**config.mk**
```make
export PLATFORM = sky130hd
export DESIGN_NAME = div_unit
export DESIGN_NICKNAME = d
export VERILOG_FILES = /design/src/rtl/div_pkg.sv /design/src/rtl/div_step.sv /design/src/rtl/div_unit.sv
export SDC_FILE = /design/constraint.sdc
export NUM_CORES = 1
export LEC_CHECK = 0
export CAP_MARGIN = 10
export CORE_ASPECT_RATIO = 1.2
export CORE_MARGIN = 1.5
export CORE_UTILIZATION = 60
export CTS_CLUSTER_DIAMETER = 60
export DETAILED_ROUTE_END_ITERATION = 8
export PLACE_DENSITY = 0.85
export SYNTH_ARGS = -nofsm -noshare
export SYNTH_HDL_FRONTEND = slang
export SYNTH_SLANG_ARGS = --single-unit
```
**constraint.sdc**
```tcl
create_clock -name clk -period 10.2 [get_ports clk]
set_input_delay 2.04 -clock clk [delete_from_list [all_inputs] [get_ports clk]]
set_output_delay 2.04 -clock clk [all_outputs]
set_load 0.02 [all_outputs]
```
**src/rtl/div_pkg.sv**
```systemverilog
// Shared types and constants for the iterative divider.
// Latency: n/a (declarations only).
// Backpressure: n/a.
package div_pkg;

    localparam int DIV_WIDTH = 32;
    localparam int CNT_WIDTH = 6;

    // Counter value on the cycle that performs the final iteration.
    localparam logic [CNT_WIDTH-1:0] CNT_LAST = CNT_WIDTH'(DIV_WIDTH - 1);

    typedef enum logic [1:0] {
        ST_IDLE = 2'd0,
        ST_RUN  = 2'd1,
        ST_SIGN = 2'd2
    } div_state_t;

    // Two's complement magnitude. The most negative value maps onto itself,
    // which is the correct unsigned magnitude 2^(DIV_WIDTH-1).
    function automatic logic [DIV_WIDTH-1:0] magnitude(input logic [DIV_WIDTH-1:0] v,
                                                       input logic               is_neg);
        return is_neg ? (~v + 1'b1) : v;
    endfunction

endpackage

```
**src/rtl/div_step.sv**
```systemverilog
// One restoring shift-subtract step: shift in a dividend bit, trial-subtract the divisor.
// Latency: purely combinational.
// Backpressure: none.
module div_step
    import div_pkg::*;
(
    input  logic [DIV_WIDTH-1:0] rem_in,
    input  logic                 dividend_bit,
    input  logic [DIV_WIDTH-1:0] divisor,
    output logic [DIV_WIDTH-1:0] rem_out,
    output logic                 q_bit
);

    logic [DIV_WIDTH:0] shifted;
    logic [DIV_WIDTH:0] diff;

    // rem_in < divisor always holds, so shifted < 2*divisor: a non-negative
    // difference fits in DIV_WIDTH bits and the top bit is a pure borrow.
    assign shifted = {rem_in, dividend_bit};
    assign diff    = shifted - {1'b0, divisor};
    assign q_bit   = ~diff[DIV_WIDTH];
    assign rem_out = q_bit ? diff[DIV_WIDTH-1:0] : shifted[DIV_WIDTH-1:0];

endmodule

```
**src/rtl/div_unit.sv**
```systemverilog
// Sequential 32-bit signed divider (optional unsigned mode via DIV_UNIT_DIVU_EN).
// Latency: 34 edges from accepted divOp to done; divide-by-zero reports done after 1 edge.
// Backpressure: divOp is ignored while busy; a new divOp is accepted in the done cycle.
module div_unit
    import div_pkg::*;
(
    input  logic                 clk,
    input  logic                 reset,
    input  logic                 divOp,
`ifdef DIV_UNIT_DIVU_EN
    input  logic                 divu,
`endif
    input  logic [DIV_WIDTH-1:0] dividend,
    input  logic [DIV_WIDTH-1:0] divisor,
    output logic [DIV_WIDTH-1:0] div_hi,
    output logic [DIV_WIDTH-1:0] div_lo,
    output logic                 divby0flag,
    output logic                 busy,
    output logic                 done
);

    div_state_t           state;
    div_state_t           state_nxt;
    logic [CNT_WIDTH-1:0] cnt;
    logic [DIV_WIDTH-1:0] rem;       // partial remainder
    logic [DIV_WIDTH-1:0] quo;       // dividend bits shift out, quotient bits shift in
    logic [DIV_WIDTH-1:0] dvsr;      // divisor magnitude
    logic                 neg_quo;   // operand signs differ
    logic                 neg_rem;   // dividend negative

    logic                 op_signed;
    logic                 sign_a;
    logic                 sign_b;
    logic                 div_zero;
    logic [DIV_WIDTH-1:0] rem_step;
    logic                 q_bit;

`ifdef DIV_UNIT_DIVU_EN
    assign op_signed = ~divu;
`else
    assign op_signed = 1'b1;
`endif

    // Unsigned operation treats both operands as non-negative, so no abs
    // and no sign fix-up happen; the timing is unchanged.
    assign sign_a   = op_signed & dividend[DIV_WIDTH-1];
    assign sign_b   = op_signed & divisor[DIV_WIDTH-1];
    assign div_zero = (divisor == '0);
    assign busy     = (state != ST_IDLE);

    div_step u_step (
        .rem_in       (rem),
        .dividend_bit (quo[DIV_WIDTH-1]),
        .divisor      (dvsr),
        .rem_out      (rem_step),
        .q_bit        (q_bit)
    );

    // Next-state: start only on a non-zero divisor, 32 iterations, then one fix-up cycle.
    always_comb begin
        state_nxt = state;
        case (state)
            ST_IDLE: if (divOp && !div_zero) state_nxt = ST_RUN;
            ST_RUN:  if (cnt == CNT_LAST)    state_nxt = ST_SIGN;
            ST_SIGN: state_nxt = ST_IDLE;
            default: state_nxt = ST_IDLE;
        endcase
    end

    // State register plus datapath: operand capture, iteration, and result write-back.
    always_ff @(posedge clk) begin
        if (reset) begin
            state      <= ST_IDLE;
            cnt        <= '0;
            rem        <= '0;
            quo        <= '0;
            dvsr       <= '0;
            neg_quo    <= 1'b0;
            neg_rem    <= 1'b0;
            div_hi     <= '0;
            div_lo     <= '0;
            divby0flag <= 1'b0;
            done       <= 1'b0;
        end else begin
            state <= state_nxt;
            done  <= 1'b0;
            case (state)
                ST_IDLE: begin
                    if (divOp) begin
                        divby0flag <= div_zero;
                        if (div_zero) begin
                            // Exception completes immediately; results keep old values.
                            done <= 1'b1;
                        end else begin
                            quo     <= magnitude(dividend, sign_a);
                            dvsr    <= magnitude(divisor, sign_b);
                            neg_quo <= sign_a ^ sign_b;
                            neg_rem <= sign_a;
                            rem     <= '0;
                            cnt     <= '0;
                        end
                    end
                end
                ST_RUN: begin
                    rem <= rem_step;
                    quo <= {quo[DIV_WIDTH-2:0], q_bit};
                    cnt <= cnt + 1'b1;
                end
                ST_SIGN: begin
                    div_lo <= neg_quo ? (~quo + 1'b1) : quo;
                    div_hi <= neg_rem ? (~rem + 1'b1) : rem;
                    done   <= 1'b1;
                end
                default: ;
            endcase
        end
    end

endmodule

```
# Word level (Yosys, flattened, before mapping)
# Index checks and enable logic that the tools add are counted.
[totals]
register_bits = 172
elab_cells = 61
input_bits = 67
[op_classes]
n_reduce_logical = 10
add_sub_neg = 6
bitwise_logic = 7
n_mux = 20
n_eq_ne = 7
[ops]
columns = ["operator", "n"]
rows = [
  ["32-bit 2-to-1 mux", 9],
  ["32-bit by 1-bit adder with 32-bit output (second input constant)", 4],
  ["32-bit inverter", 4],
  ["32-bit case mux with 2 select lines", 2],
  ["33-bit by 32-bit subtractor with 33-bit output", 1],
  ["32-bit zero test", 1],
  ["6-bit 2-to-1 mux", 2],
  ["6-bit case mux with 2 select lines", 1],
  ["2-bit != test (second input constant)", 4],
  ["6-bit by 1-bit adder with 6-bit output (second input constant)", 1],
  ["6-bit by 5-bit == test with 1-bit output (second input constant)", 1],
  ["3-bit AND reduction", 2],
  ["2-bit 2-to-1 mux", 2],
  ["2-bit case mux with 2 select lines", 1],
  ["2-bit AND reduction", 2],
  ["2-bit nonzero test", 2],
  ["2-bit by 1-bit == test with 1-bit output (second input constant)", 1],
  ["2-bit == test (second input constant)", 1],
  ["2-bit zero test", 1],
  ["1-bit 2-to-1 mux", 2],
  ["1-bit inverter", 2],
  ["1-bit case mux with 2 select lines", 1],
  ["1-bit logical AND", 1],
  ["1-bit zero test", 1],
  ["1-bit XOR", 1],
]

# Depth between registers and ports, before layout
# Gate-level depths: netlist of the first run.
[depth]
ltp_word = 6
depth_mapped = 14
ltp_nobuf = 13

# Hierarchy
# Synthesis of the first run repeated with hierarchy kept, for this count alone.
[unflattened]
hier_cells = 1296
hier_area_um2 = 10742.8
[modules_own_cells]
columns = ["module", "cells_per_inst", "area_per_inst_um2", "seq_area_each_um2", "n_inst"]
rows = [
  ["div_unit", 985, 8486.9, 3443.3, 1],
  ["div_step", 311, 2255.9, 0.0, 1],
]

# Least setup slack after synthesis of the first run
# OpenSTA, ideal clock, no wires.
[synth_timing]
kind = "input -> register"
start = "in dividend[8]"
end = "reg quo[29]"
setup_ps = 122
path_buffers = 0
path_slack_ps = 5247
t_required_ps = 10078
stages = 9
arrival_time_ps = 4831
path_cell_list = "or3_4 > or4_4 > or4_4 > or3_4 > or4_4 > o31ai_1 > xor2_1 > nor3_1 > a221o_1"
[synth_between]
elab_chain_cells = 6
[synth_lines]
columns = ["item", "line_no", "source"]
rows = [
  ["start, declared", "div_unit.sv:13", "input logic [DIV_WIDTH-1:0] dividend,"],
  ["32-bit inverter", "div_pkg.sv:22", "return is_neg ? (~v + 1'b1) : v;"],
  ["32-bit by 1-bit adder with 32-bit output", "div_pkg.sv:22", ""],
  ["32-bit 2-to-1 mux", "div_pkg.sv:22", ""],
  ["32-bit 2-to-1 mux", "div_unit.sv:91", "if (div_zero) begin"],
  ["32-bit 2-to-1 mux", "div_unit.sv:89", "if (divOp) begin"],
  ["32-bit case mux with 2 select lines", "div_unit.sv:87", "case (state)"],
  ["end signal, assigned", "div_unit.sv:95", "quo <= magnitude(dividend, sign_a);"],
  ["end signal, assigned", "div_unit.sv:106", "quo <= {quo[DIV_WIDTH-2:0], q_bit};"],
  ["end, declared", "div_unit.sv:26", "logic [DIV_WIDTH-1:0] quo;"],
]
# Every way passes these cells. The select of a mux whose other input is x is not followed.
# A chain may end at the register's enable or synchronous reset.

# Worst setup path in the final report of the first run
[layout_timing]
start = "in divisor[15]"
end = "reg rem[30]"
[layout_between]
elab_chain_cells = 3
[layout_lines]
columns = ["item", "line_no", "source"]
rows = [
  ["start, declared", "div_unit.sv:14", "input logic [DIV_WIDTH-1:0] divisor,"],
  ["32-bit zero test", "div_unit.sv:48", "assign div_zero = (divisor == '0);"],
  ["2-bit != test (no line)", "--", ""],
  ["3-bit AND reduction (no line)", "--", ""],
  ["end signal, assigned", "div_unit.sv:105", "rem <= rem_step;"],
  ["end, declared", "div_unit.sv:25", "logic [DIV_WIDTH-1:0] rem;"],
]
# Every way passes these cells.

==> results.md, run 1 <==
- Io pins: 134
- R2R depth: 13
- # rows: 53
- Syn_nets: 1433
- FF-to-FF End: rem[17]
- Clock skew: 7.00 ps
- Worst-margin pin slew: 1140 ps
- Critical hold path startpoint: div_lo[21]
- Slack of the worst reg-to-reg path: 6510 ps
- Max clock buf depth: 2
- Initial core utilization: 60.9%
- Final Max Tran Viols: 0
- CTS Hold Buffers Added: 0
- 1st-iter DRT viols: 755
- Full die area: 18400 sq um
- First-pass GRT wire length: 43800 um
- Clk sinks: 172
- Grt ovf: 0
- Top cell type by total area after synthesis: dfxtp_1
- Crit path depth: 13
- Crit start category: input pin
- RSZ-0062 raised after global routing: no
- Final instance area: 12600 sq um
- Ant. Diodes: 0
- WS Path Type: in -> reg
- Post-layout min period: 6290 ps
- DR DRC count: 0
- Clock root buffer: clkbuf_16
- LEAKAGE: 4.70 nW
- Ys async rst share: 0%
- HP Class: reg -> reg
- Number of routed nets with antenna violations: 0
- Postcts setup bufs: 0
- Endpoint, Worst Hold: div_lo[21]
- Resize count post-CTS: 0
- Fin crit share: 61.7%
- Crit. End Element: flop
- Syn Area/Cell: 7.96 sq um
- Max incr delay on CP: 730 ps
- Final wirelength: 27300 um
- Vias in the first global route: 9150
- Core ar.: 17400 sq um
- Synth cell types: 62
- Reg clk slew, reported paths: 60 ps
- CP max-delay cell: nor4_1
- Status: finished clean
- Placed cell areas: 12000 sq um
- CTS Buf Count: 17
- Largest net degree at the start of global routing: 111
- IO buf count: 133
- Top cell family by delay on the critical path: simple AND/OR/NAND/NOR gates
- Yosys reg bits: 172
- DR WL/cell: 16.6 um
- Tot GR Track Use: 29.9%
- Mapped Area: 10600 sq um
- Crit path DAT: 6650 ps
- Chip height: 148 um
- Post-synth EDFFs: 0
- Top cell type's share of synthesized area: 32.6%
- Mapped Cells: 1328
- Worst reg2reg path startpoint: quo[31]
- TritonCTS clock tree: built
- H-tree Lvls: 4
- Worst-path maximum fanout: 25
- Initial DRT Pass Iterations: 5
- F_max: 159 MHz
- Maxcap violations: 0
- CP bufs+invs: 3
- Final HPWL DP: 19900 um
- Sequential-to-total area share from yosys stat: 32.6%
- Fraction of layout cells with a size suffix above 1: 4.44%
- Die width: 124 um
- Top_reg_cell synth: dfxtp_1
- PwrDens: 195 nW/um^2
- CP cell instances: clkdlybuf4s50_1, or4_1, or4_1, nand2b_1, or2_1, nor4_1, nand2b_1, a21oi_2, buf_4, nor2_2, buf_4, a2111oi_0, a22oi_1
- Placer Congestion: 0.948
- Vias after detailed routing: 9948
- Synth-to-layout area growth: 19.0%
- Setup TNS Final: 0 ps
- Final net count: 1512
- Hold path depth: 2
- Relative slew slack: 24.0%
- Final setup fails: 0
- Top cells by area, synth: dfxtp_1 (33%), xor2_1 (8.0%), a211oi_1 (7.3%), nor2_1 (5.4%), nand2_1 (5.2%)
- Worst EP required: 10560 ps
- Via density: 6.07
- Final Hold Fails: 0
- Hold WS: 457 ps
- Clk Latency, worst-skew pair: 440 ps
- Maximum vdd drop: 174 uV
- Synthesis Warnings: 0
- Initial antenna violation count: 0
## where the power goes
part	total [mW]	internal, mW	switching [mW]
registers	0.787	0.717	0.0703
logic	0.964	0.406	0.559
clock network	0.708	0.439	0.269
total	2.46	1.56	0.898
## layout by cell type, fill, tap and decap left out, types with 22 or more instances in the layout
| cell type | count |
|---|---|
| xnor2_1 | 50 |
| clkdlybuf4s50_1 | 132 |
| a21o_1 | 23 |
| o31ai_1 | 37 |
| or4_1 | 24 |
| ha_1 | 37 |
| o211ai_1 | 22 |
| nor2_1 | 152 |
| inv_1 | 47 |
| a21oi_1 | 68 |
| xor2_1 | 96 |
| a211oi_1 | 103 |
| dfxtp_1 | 172 |
| mux2i_1 | 23 |
| o21ai_0 | 76 |
| nand2_1 | 147 |
## layout make-up
| cell class | count | area, sq um |
|---|---|---|
| Sequential cell | 172 | 3440 |
| Fill cell | 1397 | 4780 |
| Multi-Input combinational cell | 1027 | 6660 |
| Clock inverter | 11 | 193 |
| Timing Repair Buffer | 142 | 1400 |
| Inverter | 47 | 176 |
| Clock buffer | 20 | 447 |
| Tap cell | 220 | 275 |
## worst min-delay path: cells and delay by family (launching register included)
family	cells	cell delay, ps
AND/OR/NAND/NOR	1	50
AO/OA/AOI/OAI	1	50
flip-flops	1	310
## sequential cells by signal, indices dropped and copies added (netlist names)
signal / count
state: 2
neg_rem: 1
rem: 32
neg_quo: 1
div_lo: 32
dvsr: 32
divby0flag: 1
cnt: 6
quo: 32
done: 1
div_hi: 32
## Yosys cell counts, drive strengths merged (2+ instances only)
| cell | count |
|---|---|
| a2111oi | 2 |
| a211o | 3 |
| a211oi | 103 |
| a21o | 23 |
| a21oi | 69 |
| a221o | 2 |
| a221oi | 2 |
| a22o | 4 |
| a22oi | 4 |
| a311oi | 2 |
| a31oi | 5 |
| and2 | 2 |
| and3 | 6 |
| buf | 20 |
| clkbuf | 62 |
| dfxtp | 172 |
| ha | 37 |
| inv | 47 |
| mux2i | 23 |
| nand2 | 147 |
| nand2b | 13 |
| nand3 | 10 |
| nand3b | 2 |
| nand4 | 7 |
| nor2 | 153 |
| nor2b | 9 |
| nor3 | 16 |
| nor4 | 6 |
| nor4b | 2 |
| o2111ai | 2 |
| o211ai | 22 |
| o21a | 5 |
| o21ai | 76 |
| o21bai | 2 |
| o311ai | 2 |
| o31ai | 37 |
| o41ai | 19 |
| or2 | 9 |
| or3 | 12 |
| or4 | 29 |
| xnor2 | 50 |
| xor2 | 97 |
## cell families after synthesis
logic type               count (synthesis)  share of synthesized area [%]
AO/OA/AOI/OAI                          391                           25.0
XOR/XNOR                               147                           12.2
adder cells (fa/ha/maj)                 38                           4.57
buffers and inverters                  129                           4.77
flip-flops                             172                           32.6
multiplexers                            23                           2.18
AND/OR/NAND/NOR                        428                           18.7
## how the worst max path moves through the flow
stage                 from      end
6_report       divisor[15]  rem[30]
5_1_grt        divisor[15]  rem[30]
4_1_cts        divisor[15]  rem[30]
3_5_place_dp   divisor[15]  rem[30]
3_3_place_gp   divisor[15]  rem[30]
2_1_floorplan  dividend[8]  quo[29]
## through the flow
step	util [%]	power (mW)	cells	setup slack [ps]
2_1_floorplan	-	1.51	1328	5250
3_3_place_gp	68.8	1.73	1608	3840
3_5_place_dp	68.8	1.74	1608	3650
4_1_cts	72.5	2.44	1639	4040
5_1_grt	72.5	2.60	1639	3700
6_report	72.5	2.46	1639	3910
## per-layer routing
layer	up-vias	global-route usage (%)	routed length (um)
met5	-	0	0
met4	0	14.7	1230
met2	329	52.5	13900
li1	4944	-	-
met3	75	5.48	1340
met1	4600	34.3	10900
Power figures use the tool's default switching activity.
==> inputs of run 2 (changes only) <==
CORE_UTILIZATION = 51   (was 60)
PLACE_DENSITY = 0.77   (was 0.85)
clock period = 5.3 ns   (was 10.2 ns; I/O delays follow)
==> results.md, run 2 (synthesis results as in run 1) <==
- HP Class: reg -> reg (unchanged)
- CP max-delay cell: or4_4 (was nor4_1)
- Final instance area: 12700 sq um (was 12600 sq um)
- First-pass GRT wire length: 44300 um (was 43800 um)
- CTS Hold Buffers Added: 0 (unchanged)
- CP cell instances: clkdlybuf4s50_1, or3_4, or4_4, or4_4, or3_4, or4_4, o31ai_1, xor2_1, nor3_1, a221o_1 (was clkdlybuf4s50_1, or4_1, or4_1, nand2b_1, or2_1, nor4_1, nand2b_1, a21oi_2, buf_4, nor2_2, buf_4, a2111oi_0, a22oi_1)
- Setup TNS Final: 0 ps (unchanged)
- Initial core utilization: 52.0% (was 60.9%)
- LEAKAGE: 4.70 nW (about the same)
- Final net count: 1514 (was 1512)
- Relative slew slack: 24.8% (was 24.0%)
- Clock skew: 8.24 ps (was 7.00 ps)
- Maxcap violations: 0 (unchanged)
- Crit. End Element: flop (unchanged)
- Commonest non-fill, non-tap cell in the layout: dfxtp_1 (unchanged)
- Finished Layout Cells: 1687 (was 1639)
- Post-layout min period: 4200 ps
- Critical Path Most Common Cell: or4_4
- Commonest non-fill, non-tap cells in the layout: dfxtp_1 (172), nor2_1 (152), nand2_1 (147), clkdlybuf4s50_1 (132), a211oi_1 (103) (unchanged)
- Seq pwr share: 32.6% (was 32.0%)
- Max clock buf depth: 2 (unchanged)
- Clock root buffer: clkbuf_16 (unchanged)
- Clk sinks: 172 (unchanged)
- Tot GR Track Use: 25.3% (was 29.9%)
- H-tree Lvls: 4 (unchanged)
- Io pins: 134 (unchanged)
- IO buf count: 133 (unchanged)
- Fin crit share: 79.3%
- Worst-margin pin slew: 1120 ps (was 1140 ps)
- PwrDens: 368 nW/um^2 (was 195 nW/um^2)
- Vias in the first global route: 9002 (was 9150)
- Grt ovf: 0 (unchanged)
- Crit start category: input pin (unchanged)
- Hold path depth: 2 (unchanged)
- F_max: 238 MHz
- Chip height: 161 um (was 148 um)
- Worst EP required: 5620 ps (was 10560 ps)
- Crit path depth: 10 (was 13)
- Final Hold Fails: 0 (unchanged)
- Initial antenna violation count: 0 (unchanged)
- Die width: 134 um (was 124 um)
- Status: finished clean (unchanged)
- Largest net degree at the start of global routing: 76 (was 111)
- Final setup fails: 0 (unchanged)
- 1st-iter DRT viols: 622 (was 755)
- Final wirelength: 27300 um (about the same)
- Sw frac: 37.0% (was 36.5%)
- Via density: 5.80 (was 6.07)
- Crit path DAT: 4530 ps (was 6650 ps)
- Tot Pwr: 4.66 mW (was 2.46 mW)
- P_sw: 1.72 mW (was 898 uW)
- R2R depth: 11 (was 13)
- DR WL/cell: 16.2 um (was 16.6 um)
- Number of routed nets with antenna violations: 0 (unchanged)
- # rows: 57 (was 53)
- TritonCTS clock tree: built (unchanged)
- Clk pwr share: 27.7% (was 28.8%)
- Setup WS post-layout: 1100 ps (was 3910 ps)
- Core ar.: 20300 sq um (was 17400 sq um)
- Top cell family by delay on the critical path: simple AND/OR/NAND/NOR gates (unchanged)
- Initial DRT Pass Iterations: 6 (was 5)
- Reg clk slew, reported paths: 70 ps (was 60 ps)
- RSZ-0062 raised after global routing: no (unchanged)
- Placed cell areas: 12100 sq um (was 12000 sq um)
- Ant. Diodes: 0 (unchanged)
- CTS Buf Count: 17 (unchanged)
- Worst-path maximum fanout: 5 (was 25)
- Gate power share: 39.7% (was 39.2%)
- CP bufs+invs: 1 (was 3)
- DR DRC count: 0 (unchanged)
- Pre-CTS setup slack: 673 ps (was 3650 ps)
- Placed insts: 1655 (was 1608)
- Final HPWL DP: 20300 um (was 19900 um)
- Synth-to-layout area growth: 19.9% (was 19.0%)
- Resize count post-CTS: 0 (unchanged)
- Final Max Tran Viols: 0 (unchanged)
- Cell Int Power: 2.94 mW (was 1.56 mW)
- Full die area: 21600 sq um (was 18400 sq um)
- Maximum vdd drop: 229 uV (was 174 uV)
- Placer Congestion: 0.915 (was 0.948)
- Postcts setup bufs: 0 (unchanged)
- Clk Latency, worst-skew pair: 430 ps (was 440 ps)
- Fraction of layout cells with a size suffix above 1: 4.71% (was 4.44%)
- Max incr delay on CP: 510 ps (was 730 ps)
- WS Path Type: in -> reg (unchanged)
- Vias after detailed routing: 9779 (was 9948)
==> run 2: worst paths after layout <==
kind | start | to | slack, ps
setup / recovery | dividend[6] | quo[29] | 1100
hold / removal | dvsr[31] | dvsr[31] | 460
setup reg to reg | rem[16] | rem[9] | 1460
hold reg to reg | dvsr[31] | dvsr[31] | 460
==> run 2: area by class of cell <==
type,instances,area (sq um)
clock buffers,19,443
clock inverters,13,166
fillers,1813,7640
inverters,47,176
multi-input cells,1027,6660
flip-flops and latches,172,3440
well taps,265,332
repair buffers,144,1460
==> run 2: per-layer routing <==
metal  GRT usage [%]  share of wire (%)
met4            11.2                3.5
met1            30.4                 43
met2            44.4                 49
met5               0                  0
met3            3.76                4.0
==> run 2: tightest hold or removal path: cells and delay by family, from the launching register on <==
kind | cells | cell delay, ps
simple gates | 1 | 50
compound gates | 1 | 50
flops | 1 | 310
==> run 2: power by group through the flow <==
| stage | clock [mW] | sequential, mW | combinational (mW) |
|---|---|---|---|
| after floorplan | 0 | 1.49 | 1.42 |
| after global placement | 0 | 1.54 | 1.81 |
| after detailed placement | 0 | 1.55 | 1.83 |
| after CTS | 1.31 | 1.52 | 1.84 |
| after global routing | 1.36 | 1.53 | 2.05 |
| final | 1.29 | 1.52 | 1.85 |
==> run 2: metrics by stage <==
stage	hold slack [ps]	util, %
finish	457	62.4
global route	481	62.4
floorplan	432	-
detailed placement	448	59.4
global placement	444	59.4
CTS	457	62.4
